### config.mk
export PLATFORM = sky130hd
export DESIGN_NAME = key_conditioner
export DESIGN_NICKNAME = d
export VERILOG_FILES = /design/src/rtl/key_conditioner_pkg.sv /design/src/rtl/key_debounce_ch.sv /design/src/rtl/key_conditioner.sv
export SDC_FILE = /design/constraint.sdc
export NUM_CORES = 1
export LEC_CHECK = 0
export CORE_ASPECT_RATIO = 1.4
export CORE_UTILIZATION = 43
export CTS_CLUSTER_DIAMETER = 50
export DETAILED_ROUTE_END_ITERATION = 8
export DONT_BUFFER_PORTS = 1
export PLACE_DENSITY = 0.61
export SLEW_MARGIN = 20
export SYNTH_ARGS = -nofsm -noshare
export SYNTH_HDL_FRONTEND = slang
export SYNTH_HIERARCHICAL = 1
export SYNTH_SLANG_ARGS = --single-unit
### constraint.sdc
create_clock -name clk -period 4.5 [get_ports clk]
set_clock_uncertainty 0.05 [all_clocks]
set_input_delay 1.125 -clock clk [delete_from_list [all_inputs] [get_ports clk]]
set_output_delay 1.125 -clock clk [all_outputs]
set_load 0.02 [all_outputs]
### src/rtl/key_conditioner_pkg.sv
// Shared types and constants for the pushbutton conditioner.
// Latency: n/a (package only).
// Backpressure: n/a (package only).
// Contents: per-channel FSM state enum, default cycle counts for a 50 MHz
// clock, and the helpers used to size the saturating counters.
package key_conditioner_pkg;

  typedef enum logic [1:0] {
    UP           = 2'd0,
    PRESS_WAIT   = 2'd1,
    DOWN         = 2'd2,
    RELEASE_WAIT = 2'd3
  } key_state_e;

  // Defaults assume a 50 MHz clock.
  localparam int DEF_NKEYS                = 4;
  localparam int DEF_DEBOUNCE_CYCLES      = 500000;    // 10 ms
  localparam int DEF_REPEAT_DELAY_CYCLES  = 25000000;  // 0.5 s
  localparam int DEF_REPEAT_PERIOD_CYCLES = 5000000;   // 0.1 s

  function automatic int max3(input int a, input int b, input int c);
    int m;
    m = (a > b) ? a : b;
    return (m > c) ? m : c;
  endfunction

  // Every counter only needs to reach (cycles - 1), so $clog2(cycles) bits
  // are enough; never allow a zero-width counter.
  function automatic int cnt_width(input int max_cycles);
    int w;
    w = $clog2(max_cycles);
    return (w < 1) ? 1 : w;
  endfunction

  localparam int DEF_CNT_W = cnt_width(max3(DEF_DEBOUNCE_CYCLES,
                                            DEF_REPEAT_DELAY_CYCLES,
                                            DEF_REPEAT_PERIOD_CYCLES));

endpackage

### src/rtl/key_debounce_ch.sv
// One pushbutton channel: 2-flop synchronizer, debounce FSM, optional auto-repeat.
// Latency: press pulse / held edge appear DEBOUNCE_CYCLES+2 clocks after a clean key_n edge.
// Backpressure: none; pressed is a fire-and-forget single-cycle pulse.
// Ports: clk, reset_n (async active-low), key_n (raw, 0 = pressed, async),
//        pressed (registered 1-cycle pulse), held (registered debounced level).
// Optional: define KEY_AUTOREPEAT_EN to emit repeat pulses while the key stays down.
module key_debounce_ch
  import key_conditioner_pkg::*;
#(
  parameter int DEBOUNCE_CYCLES      = DEF_DEBOUNCE_CYCLES,
  parameter int REPEAT_DELAY_CYCLES  = DEF_REPEAT_DELAY_CYCLES,
  parameter int REPEAT_PERIOD_CYCLES = DEF_REPEAT_PERIOD_CYCLES
) (
  input  logic clk,
  input  logic reset_n,
  input  logic key_n,
  output logic pressed,
  output logic held
);

  localparam int CNT_W = cnt_width(max3(DEBOUNCE_CYCLES, REPEAT_DELAY_CYCLES,
                                        REPEAT_PERIOD_CYCLES));
  localparam logic [CNT_W-1:0] CNT_ONE = CNT_W'(1);
  localparam logic [CNT_W-1:0] DB_LAST = CNT_W'(DEBOUNCE_CYCLES - 1);

  // Saturating increment: counters must hold at all-ones rather than wrap.
  function automatic logic [CNT_W-1:0] sat_inc(input logic [CNT_W-1:0] v);
    return (v == '1) ? v : v + CNT_ONE;
  endfunction

  logic             sync1_q, sync1_d;
  logic             sync_n_q, sync_n_d;
  key_state_e       state_q, state_d;
  logic [CNT_W-1:0] cnt_q, cnt_d;
  logic             pressed_q, pressed_d;
  logic             held_q, held_d;

`ifdef KEY_AUTOREPEAT_EN
  localparam logic [CNT_W-1:0] RD_LAST = CNT_W'(REPEAT_DELAY_CYCLES - 1);
  localparam logic [CNT_W-1:0] RP_LAST = CNT_W'(REPEAT_PERIOD_CYCLES - 1);
  logic [CNT_W-1:0] rcnt_q, rcnt_d;
  logic             rphase_q, rphase_d;  // 0: waiting initial delay, 1: periodic
`endif

  always_comb begin
    sync1_d   = key_n;
    sync_n_d  = sync1_q;
    state_d   = state_q;
    cnt_d     = cnt_q;
    pressed_d = 1'b0;
    held_d    = held_q;

    case (state_q)
      UP: begin
        if (!sync_n_q) begin
          state_d = PRESS_WAIT;
          cnt_d   = CNT_ONE;
        end
      end
      PRESS_WAIT: begin
        if (sync_n_q) begin
          state_d = UP;
          cnt_d   = '0;
        end else if (cnt_q == DB_LAST) begin
          state_d   = DOWN;
          pressed_d = 1'b1;
          held_d    = 1'b1;
          cnt_d     = '0;
        end else begin
          cnt_d = sat_inc(cnt_q);
        end
      end
      DOWN: begin
        if (sync_n_q) begin
          state_d = RELEASE_WAIT;
          cnt_d   = CNT_ONE;
        end
      end
      RELEASE_WAIT: begin
        // A bounce back to low returns to DOWN silently: no second pulse.
        if (!sync_n_q) begin
          state_d = DOWN;
          cnt_d   = '0;
        end else if (cnt_q == DB_LAST) begin
          state_d = UP;
          held_d  = 1'b0;
          cnt_d   = '0;
        end else begin
          cnt_d = sat_inc(cnt_q);
        end
      end
      default: begin
        state_d = UP;
        cnt_d   = '0;
        held_d  = 1'b0;
      end
    endcase

`ifdef KEY_AUTOREPEAT_EN
    rcnt_d   = rcnt_q;
    rphase_d = rphase_q;
    // Repeat timing only advances while the channel remains in DOWN; any
    // other cycle (including the RELEASE_WAIT->DOWN re-entry) restarts the delay.
    if (state_q == DOWN && !sync_n_q) begin
      if ((!rphase_q && rcnt_q == RD_LAST) || (rphase_q && rcnt_q == RP_LAST)) begin
        pressed_d = 1'b1;
        rcnt_d    = '0;
        rphase_d  = 1'b1;
      end else begin
        rcnt_d = sat_inc(rcnt_q);
      end
    end else begin
      rcnt_d   = '0;
      rphase_d = 1'b0;
    end
`endif
  end

  always_ff @(posedge clk or negedge reset_n) begin
    if (!reset_n) begin
      sync1_q   <= 1'b1;
      sync_n_q  <= 1'b1;
      state_q   <= UP;
      cnt_q     <= '0;
      pressed_q <= 1'b0;
      held_q    <= 1'b0;
`ifdef KEY_AUTOREPEAT_EN
      rcnt_q    <= '0;
      rphase_q  <= 1'b0;
`endif
    end else begin
      sync1_q   <= sync1_d;
      sync_n_q  <= sync_n_d;
      state_q   <= state_d;
      cnt_q     <= cnt_d;
      pressed_q <= pressed_d;
      held_q    <= held_d;
`ifdef KEY_AUTOREPEAT_EN
      rcnt_q    <= rcnt_d;
      rphase_q  <= rphase_d;
`endif
    end
  end

  assign pressed = pressed_q;
  assign held    = held_q;

endmodule

### src/rtl/key_conditioner.sv
// Conditions NKEYS raw active-low pushbuttons into press pulses and debounced levels.
// Latency: DEBOUNCE_CYCLES+2 clocks from a clean key_n edge to pressed/held.
// Backpressure: none; channels are independent and never masked.
// Ports: clk, reset_n (async active-low), key_n[NKEYS] (raw, 0 = pressed),
//        pressed[NKEYS] (1-cycle pulses), held[NKEYS] (1 = key down).
// Optional: KEY_AUTOREPEAT_EN enables auto-repeat pulses in each channel.
module key_conditioner
  import key_conditioner_pkg::*;
#(
  parameter int NKEYS                = DEF_NKEYS,
  parameter int DEBOUNCE_CYCLES      = DEF_DEBOUNCE_CYCLES,
  parameter int REPEAT_DELAY_CYCLES  = DEF_REPEAT_DELAY_CYCLES,
  parameter int REPEAT_PERIOD_CYCLES = DEF_REPEAT_PERIOD_CYCLES
) (
  input  logic             clk,
  input  logic             reset_n,
  input  logic [NKEYS-1:0] key_n,
  output logic [NKEYS-1:0] pressed,
  output logic [NKEYS-1:0] held
);

  for (genvar g = 0; g < NKEYS; g++) begin : g_ch
    key_debounce_ch #(
      .DEBOUNCE_CYCLES     (DEBOUNCE_CYCLES),
      .REPEAT_DELAY_CYCLES (REPEAT_DELAY_CYCLES),
      .REPEAT_PERIOD_CYCLES(REPEAT_PERIOD_CYCLES)
    ) u_ch (
      .clk    (clk),
      .reset_n(reset_n),
      .key_n  (key_n[g]),
      .pressed(pressed[g]),
      .held   (held[g])
    );
  end

endmodule

==> results.txt, run 1 <==
- The flow ran to the end, but the final reports show violations.
- The checks that failed: design-rule violations.
- Final Non-Filler Cells: about 1,000
* Skew-Pair Late Insertion Delay: 0.42 ns
- The critical path goes through or4_4 -> nor4_4 -> a21o_1 -> o21ai_1 -> a32o_1.
- Num Clock Sinks: 124
- For this run, the total global-route usage over all layers was measured as between 20% and 30%.
- Counting flops and latches in the post-synthesis netlist gives between 100 and 150.
- Final cycle utilization of the critical path: 54.9%
* Area added between synthesis and finish: 9.32%
- VDD sags by at most ~0.23 mV.
- Wire length per cell: between 15 and 20 um
- NumNets Final: approximately 800
- The first TritonRoute pass finished after 7 iterations.
- Once detail routing completed, the nets flagged for antenna violations numbered 0.
- # hold bufs at CTS: 0
* Crit path buffers/inverters: 0
- Number of buffers inserted by port buffering: 0
- Most frequently used flop master after synthesis: dfrtp_1
* Cell type with the largest total area after synthesis: dfrtp_1
* Critical Path RT: about 4.8 ns
- Post-route minimum period: roughly 2.5 ns
- The library cell used most frequently in the layout, excluding fill and tap cells, is dfrtp_1.
* Commonest cells after routing, fill and taps aside: 116 x dfrtp_1, 75 x nand2_1, 64 x a31oi_1
* Count of max-cap constraint violations: 0
- The netlist uses 76 different library cells.
- Boundary Pins: 14
- The min-delay analysis places its worst path in the category flip-flop to flip-flop.
- Number of buffers created by CTS: 17
- Summed over its instances, the top area cell type makes up roughly 40% of the synthesized netlist area.
- Based on the critical path, the design can be clocked at up to between 400 and 500 MHz.
- Summed over all cells, the static leakage comes to around 3.1 nW.
- Setup violations remaining at the end of the flow were counted as 0.
- Root buffer cell: clkbuf_16
- Number of H-tree levels: 4
* WL final: between 15,000 and 20,000 um
- Setup repair after global routing missed its margin: no
* Synthesized netlist cell count: ~800
- After legalization and detailed placement, the total HPWL measured ~13,000 um.
* Initial cell density of the core: between 40% and 50%
- Share of cells above drive strength 1: a little under an eighth
- STA classifies the critical path startpoint as a flip-flop.
- The number of antenna violations at the first check in global routing is 0.
- For this design the ratio of total power to cell area is 402 mW/mm2.
* Worst path arrival time: 2.73 ns
- The worst setup path is captured at a flip-flop.
* Die X-Extent: between 100 and 150 um
- # placed instances: between 900 and 1,000
* Number of enable flip-flop cells after synthesis: 0
* Slew @ Worst Pin: between 0.7 and 0.8 ns
* CTS clock-pin slew for the worst setup and hold paths: ~0.06 ns
- Entering global routing, the biggest net connects 125 pins.
- In this run the mean area of a mapped cell was ~9 um2.
* Count of antenna diodes in the layout: 0
- Synthesized netlist net count: 811
- Die Area: approximately 0.018 mm2
* Number of design rule violations left after detail routing: 2
- Placer Congestion: between 0.9 and 1
- TritonCTS built the clock tree.
* Fraction of registers with async set or reset after synthesis: between 90% and 100%
- Setup total negative slack on the finished layout was measured at 0 ns.
* Violation count after the first detailed-routing iteration: between 500 and 600
- Overflow after GRT: 0
- Top cells by area in the synthesized netlist: dfrtp_1 40%, a31oi_1 5.5%, a21oi_1 4.2%
* Netlist area before placement: 0.00731 mm2
- Row generation in the floorplan step produced 56 rows.
- Post-CTS setup repair buffer count: 0
* Family with the most delay on the worst path: simple AND/OR/NAND/NOR gates
* Via total after detailed routing: approximately 6,600
- The longest clock path from root to sink contains 2 buffers.
- Global-route wire length before repair: 31,100 um
- R2r setup slk: just over 2 ns
- Maximum single-stage delay on the critical path: ~0.58 ns
- Count of yosys warnings during synthesis: 6
- Once the clock tree was built, the resizer swapped 0 gates to a different size.
- Overall die height: around 160 um
* Max stage delay cell, worst path: or4_4
- Final Slew Violations: 0
- Measured against its own limit, the worst slew margin works out to 49.4%.
- The hold violation total from the final report was 0.
- Placeable Area: 0.0167 mm2
- Crit path kind: flip-flop to flip-flop
- After detailed routing, the number of vias per cell comes to roughly 6.6.
- Via count of the first global-routing pass: 6,421
- Summing the sequential cell areas from Yosys gives 42.6% of the chip area.
- Along the worst path, the maximum fanout reaches 18.
[cell families (layout without fill, tap and decap cells)]
family	Yosys count	after routing	share of synthesized area, %
flip-flops	124	124	42.6
XOR/XNOR	4	4	0.479
adder cells (fa/ha/maj)	4	4	0.684
multiplexers	5	5	0.684
AND/OR/NAND/NOR	328	328	26.0
AO/OA/AOI/OAI	280	280	25.6
buffers and inverters	56	53	4.02
[worst reg2reg max path, stage by stage (launching register included)]
cell     delay [ns]
dfrtp_1        0.41
or4_4          0.58
nor4_4         0.38
a21o_1         0.57
o21ai_1        0.15
a32o_1         0.22
[synthesized netlist by cell type (5+ instances only)]
library cell / instances
dfrtp_1: 116
nand2_1: 75
a31oi_1: 64
a21oi_1: 62
nand3_1: 57
o21ai_0: 37
nor2_1: 34
a21o_1: 27
nor3_1: 27
nand4_1: 23
inv_1: 18
buf_2: 17
o211ai_1: 17
and3_1: 16
or4_1: 14
and4_1: 12
a41oi_1: 11
clkbuf_1: 11
nor4_1: 11
and2_1: 10
and4_2: 9
dfstp_2: 8
buf_6: 7
o21ai_1: 6
o31ai_1: 6
or3_1: 6
a2bb2oi_1: 5
mux2i_1: 5
o31a_1: 5
[power by group]
part / switching (mW) / leakage, nW / internal (mW)
clock network: 0.504 / 0.298 / 0.885
logic: 0.362 / 1.15 / 0.176
registers: 0.0975 / 1.68 / 1.19
[sequential cells by signal (all words and copies together) (netlist names), named ones only]
| name | flops |
|---|---|
| g_ch.u_ch/cnt_q | 100 |
| g_ch.u_ch/held | 4 |
| g_ch.u_ch/pressed | 4 |
| g_ch.u_ch/state_q | 4 |
| g_ch.u_ch/sync1_q | 4 |
| g_ch.u_ch/sync_n_q | 4 |
[metal layers]
layer  vias to the layer above  share of wire (%)  global-route usage, %
li1                       3113                  -                      -
met1                      3194                 42                   26.2
met2                       245                 50                   37.6
met3                        51                5.5                   4.76
met4                         0                2.8                   12.8
met5                         -                  0                      0
[per-stage QoR]
step / power, mW / instance area (um2) / utilization (%) / hold WS [ns] / worst slack, ns
2_1_floorplan: 1.73 / 7310 / - / 0.295 / 2.47
3_3_place_gp: 1.81 / 7370 / 44.2 / 0.296 / 2.00
3_5_place_dp: 1.83 / 7380 / 44.3 / 0.299 / 1.96
4_1_cts: 3.23 / 7990 / 47.9 / 0.307 / 1.95
5_1_grt: 3.36 / 8000 / 47.9 / 0.308 / 1.91
6_report: 3.21 / 8000 / 47.9 / 0.306 / 2.03
[path summary, 6_finish.rpt]
check | depth (start not counted) | from | to
max | 5 | g_ch[3].u_ch/cnt_q[19]$_DFFE_PN0P_ | g_ch[3].u_ch/cnt_q[1]$_DFFE_PN0P_
min | 0 | g_ch[2].u_ch/sync1_q$_DFF_PN1_ | g_ch[2].u_ch/sync_n_q$_DFF_PN1_
max reg2reg | 5 | g_ch[3].u_ch/cnt_q[19]$_DFFE_PN0P_ | g_ch[3].u_ch/cnt_q[1]$_DFFE_PN0P_
min reg2reg | 0 | g_ch[2].u_ch/sync1_q$_DFF_PN1_ | g_ch[2].u_ch/sync_n_q$_DFF_PN1_
max in group asynchronous | 0 | reset_n | g_ch[2].u_ch/sync1_q$_DFF_PN1_
min in group asynchronous | 0 | reset_n | g_ch[0].u_ch/cnt_q[7]$_DFFE_PN0P_
[layout make-up]
cell class              instances  area, um2
multi-input cells             621       3930
well taps                     203        254
clock buffers                  22        494
repair buffers                  3       22.5
fillers                      1598       8680
clock inverters                10        113
flip-flops and latches        124       3110
inverters                      18       67.6
Note: power is estimated with default switching activity, not from simulation.
==> inputs of run 2 (changes only) <==
--- a/config.mk
+++ b/config.mk
@@ -5,12 +5,13 @@
 export SDC_FILE = /design/constraint.sdc
 export NUM_CORES = 1
 export LEC_CHECK = 0
+export ABC_AREA = 1
 export CORE_ASPECT_RATIO = 1.4
 export CORE_UTILIZATION = 43
 export CTS_CLUSTER_DIAMETER = 50
 export DETAILED_ROUTE_END_ITERATION = 8
 export DONT_BUFFER_PORTS = 1
-export PLACE_DENSITY = 0.61
+export PLACE_DENSITY = 0.63
 export SLEW_MARGIN = 20
 export SYNTH_ARGS = -nofsm -noshare
 export SYNTH_HDL_FRONTEND = slang
==> constraint.sdc (replaced) <==
create_clock -name clk -period 2.2 [get_ports clk]
set_clock_uncertainty 0.05 [all_clocks]
set_input_delay 0.55 -clock clk [delete_from_list [all_inputs] [get_ports clk]]
set_output_delay 0.55 -clock clk [all_outputs]
set_load 0.02 [all_outputs]
==> results.txt, run 2 <==
- Setup repair after global routing left no endpoint under its margin.
* NumNets Final: approximately 1,300
- Data on the critical path arrives at its endpoint at between 2 and 2.5 ns.
- WL final: roughly 20,000 um
* Crit path buffers/inverters: 1
- Initial cell density of the core: between 40 and 50%
- Sequential element share of the synthesized area: between 30% and 40%
- Count of max-cap constraint violations: 0
* Slew @ Worst Pin: ~0.47 ns
- FP Rows: 60
* Top cell type's share of synthesized area: about a third
- Mean instance size in the synthesized netlist: around 6.7 um2
- List of most frequent post-synthesis cells: 384 x nand2_1, 234 x nand3_1, 128 x inv_1, 118 x nor2_1, 116 x dfrtp_1
- Number of enable flip-flop cells after synthesis: 0
- In the synthesized netlist, the number of instances is around 1,300.
* Die Area: about 0.020 mm2
* Boundary Pins: 14
- In this design, the stage delay of the slowest critical-path cell is about 0.39 ns.
- Total Routing Usage GR: roughly 21%
- After detailed routing, the average wire length per cell comes to between 10 and 15 um.
* # placed instances: 1,486
- Broken down by cell family, the worst path's largest delay share belongs to simple AND/OR/NAND/NOR gates.
- Via total after detailed routing: ~8,000
* Cell type with the largest total area after synthesis: dfrtp_1
- Worst-case hold slack: -0.226 ns
- The checks that failed: negative hold slack.
- Netlist area before placement: around 0.0085 mm2
- R2r setup slk: about 0.16 ns
* Via density per instance: 5.26
* Global-route wire length before repair: between 30,000 and 40,000 um
- Number of iterations in the first detailed-routing pass: 5
* TritonCTS clock tree: built
- The most used flip-flop cell after synthesis is dfrtp_1.
- Ranked by total cell area, the synthesized netlist is headed by dfrtp_1 34%, nand2_1 17%, nand3_1 14%.
* Areal power density over the cells: approximately 760 mW/mm2
- Subtracting the final worst setup slack from the clock period gives ~2.0 ns.
- Fraction of the mapped netlist area in compound gates: under 10%
- Post-synthesis share of cell area spent on xor and xnor gates: less than 1%
- Total negative setup slack: 0 ns
- Based on the critical path, the design can be clocked at up to 489 MHz.
- Max stage delay cell, worst path: dfrtp_1
- The startpoint identified for the worst register-to-register timing path is g_ch[1].u_ch/cnt_q[0]$_DFFE_PN0P_.
* Worst-path cell chain: ha_1 -> inv_1 -> nor2_8 -> nand2_4 -> nor2_4 -> nand3_2 -> a21oi_1 -> o21ai_1
* Fraction of registers with async set or reset after synthesis: between 90% and 100%
- Num Clock Sinks: 124
- Max FFs per register: 100
- Global routing finished with a remaining overflow of 0.
* Worst hold path type: input pin to asynchronous set/reset pin
- Combinational family with the most area after synthesis: simple AND/OR/NAND/NOR gates
- Count of antenna diodes in the layout: 0
- Post-CTS setup repair buffer count: 0
* Destination of the critical timing path: g_ch[1].u_ch/cnt_q[2]$_DFFE_PN0P_
* Violation count after the first detailed-routing iteration: around 450
- The detail route stage leaves a number of antenna-violating nets equal to 0.
- Root buffer cell: clkbuf_16
- The region available for standard cell placement spans 0.0193 mm2.
- Die X-Extent: approximately 120 um
- Setup-violating endpoint count in the final report: 0
* Post-synthesis cell type count: 41
* Via count of the first global-routing pass: approximately 7,600
- Flops & latches, synth: 124
- The number of antenna violations at the first check in global routing is 0.
- Number of H-tree levels: 4
- Routability-driven placement finished with a final weighted congestion of ~0.86.
- Number of design rule violations left after detail routing: 0
* Crit path kind: flip-flop to flip-flop
* Multiplexer share of the synthesized area: 0%
- HPWL reported at the end of detailed placement: ~14,000 um
- Register name with the most flops: g_ch.u_ch/cnt_q
- Of the total synthesized cell area, the portion taken by AND, OR, NAND and NOR gates is 47.0%.
- Final Non-Filler Cells: 1,519
* Final number of hold-violating endpoints: 120
* Final Slew Violations: 0
- Overall die height: between 150 and 200 um
* Length in cells of the worst reg-to-reg path: 8
- The library cell used most frequently in the layout, excluding fill and tap cells, is nand2_1.
- Commonest cells after routing, fill and taps aside: 384 x nand2_1, 234 x nand3_1, 128 x inv_1
- Reg2reg end: g_ch[1].u_ch/cnt_q[2]$_DFFE_PN0P_
- Total power for the finished layout comes to between 7 and 8 mW.
- WP depth: 8
* Type of origin of the critical path: flip-flop
* Final cycle utilization of the critical path: between 90 and 100%
- Count of yosys warnings during synthesis: 6
* Count leader, synth: nand2_1
* Area share of fa/ha/maj cells after synthesis: less than 1%
- Maximum buffer depth of the clock tree: 2
* Share of cells above drive strength 1: 9.36%
- The number of nets handed over by synthesis was 1,270.
- Entering global routing, the biggest net connects 125 pins.
- Crit path from: g_ch[1].u_ch/cnt_q[0]$_DFFE_PN0P_
- Maximum vdd ir drop: around 0.7 mV
- Peak fanout along the critical path: 15
* Area added between synthesis and finish: 9.51%
* Outcome: finished, violations left
- Skew-Pair Late Insertion Delay: roughly 0.42 ns
* CP Capture Type: flip-flop
- Worst rel slew slack: approximately 68%
- Leakage: 4.36 nW
- Number of buffers created by CTS: 17
* Number of buffers inserted by port buffering: 0
- Data on the critical path is required at its endpoint by roughly 2.5 ns.
- CTS clock-pin slew for the worst setup and hold paths: about 0.060 ns
-- run 2: timing repair --
action | 4_1_cts | 5_1_grt
endpoints found under the setup margin | 0 | 8
gates resized for setup | 0 | 0
hold endpoints to repair | 124 | 124
-- run 2: layer usage --
metal | track usage (%) | vias to the layer above | share of wire (%)
met5 | 0 | - | 0
met4 | 8.11 | 0 | 1.8
met3 | 3.93 | 25 | 2.2
met2 | 38.2 | 98 | 51
met1 | 25.4 | 3734 | 45
li1 | - | 4130 | -
-- run 2: layout make-up --
type                            instances  area, um2
Tap cell                              248        310
Timing Repair Buffer                   14        105
Multi-Input combinational cell        967       4650
Clock inverter                         12        139
Inverter                              134        503
Fill cell                            1979      10000
Sequential cell                       124       3110
Clock buffer                           20        467
-- run 2: cells by family after synthesis --
family,count (synthesis)
buffers and inverters,170
xor gates and xnor gates,7
DFF,124
adders and majority gates,4
and+or+nand+nor,862
AOI/OAI and AO/OA,93
-- run 2: report_power, final --
part / switching (mW) / internal (mW) / leakage, nW / total, mW
combinational: 1.08 / 0.455 / 2.40 / 1.53
clock: 1.09 / 1.76 / 0.285 / 2.86
sequential: 0.244 / 2.45 / 1.68 / 2.70
total: 2.42 / 4.67 / 4.36 / 7.09
-- run 2: worst min-delay path by stage --
stage	start	to	slack (ns)	depth (start not counted)
after floorplan	reset_n	asynchronous set/reset pin	0.20	0
after global placement	reset_n	g_ch[1].u_ch/cnt_q[20]$_DFFE_PN0P_	0.21	0
after detailed placement	reset_n	g_ch[1].u_ch/cnt_q[18]$_DFFE_PN0P_	0.21	0
after CTS	reset_n	g_ch[1].u_ch/cnt_q[10]$_DFFE_PN0P_	-0.24	0
after global routing	reset_n	g_ch[1].u_ch/cnt_q[0]$_DFFE_PN0P_	-0.26	0
final	reset_n	g_ch[1].u_ch/cnt_q[20]$_DFFE_PN0P_	-0.23	0
-- run 2: metrics by stage --
step                      setup slack, ns  utilization (%)  hold slack, ns  instance area (um2)
final                               0.156             48.1          -0.226                 9290
after global routing              0.00652             48.1          -0.255                 9290
after CTS                           0.160             48.1          -0.244                 9280
after detailed placement            0.182             45.0           0.211                 8670
after global placement              0.190             45.0           0.210                 8670
after floorplan                     0.460                -           0.204                 8480
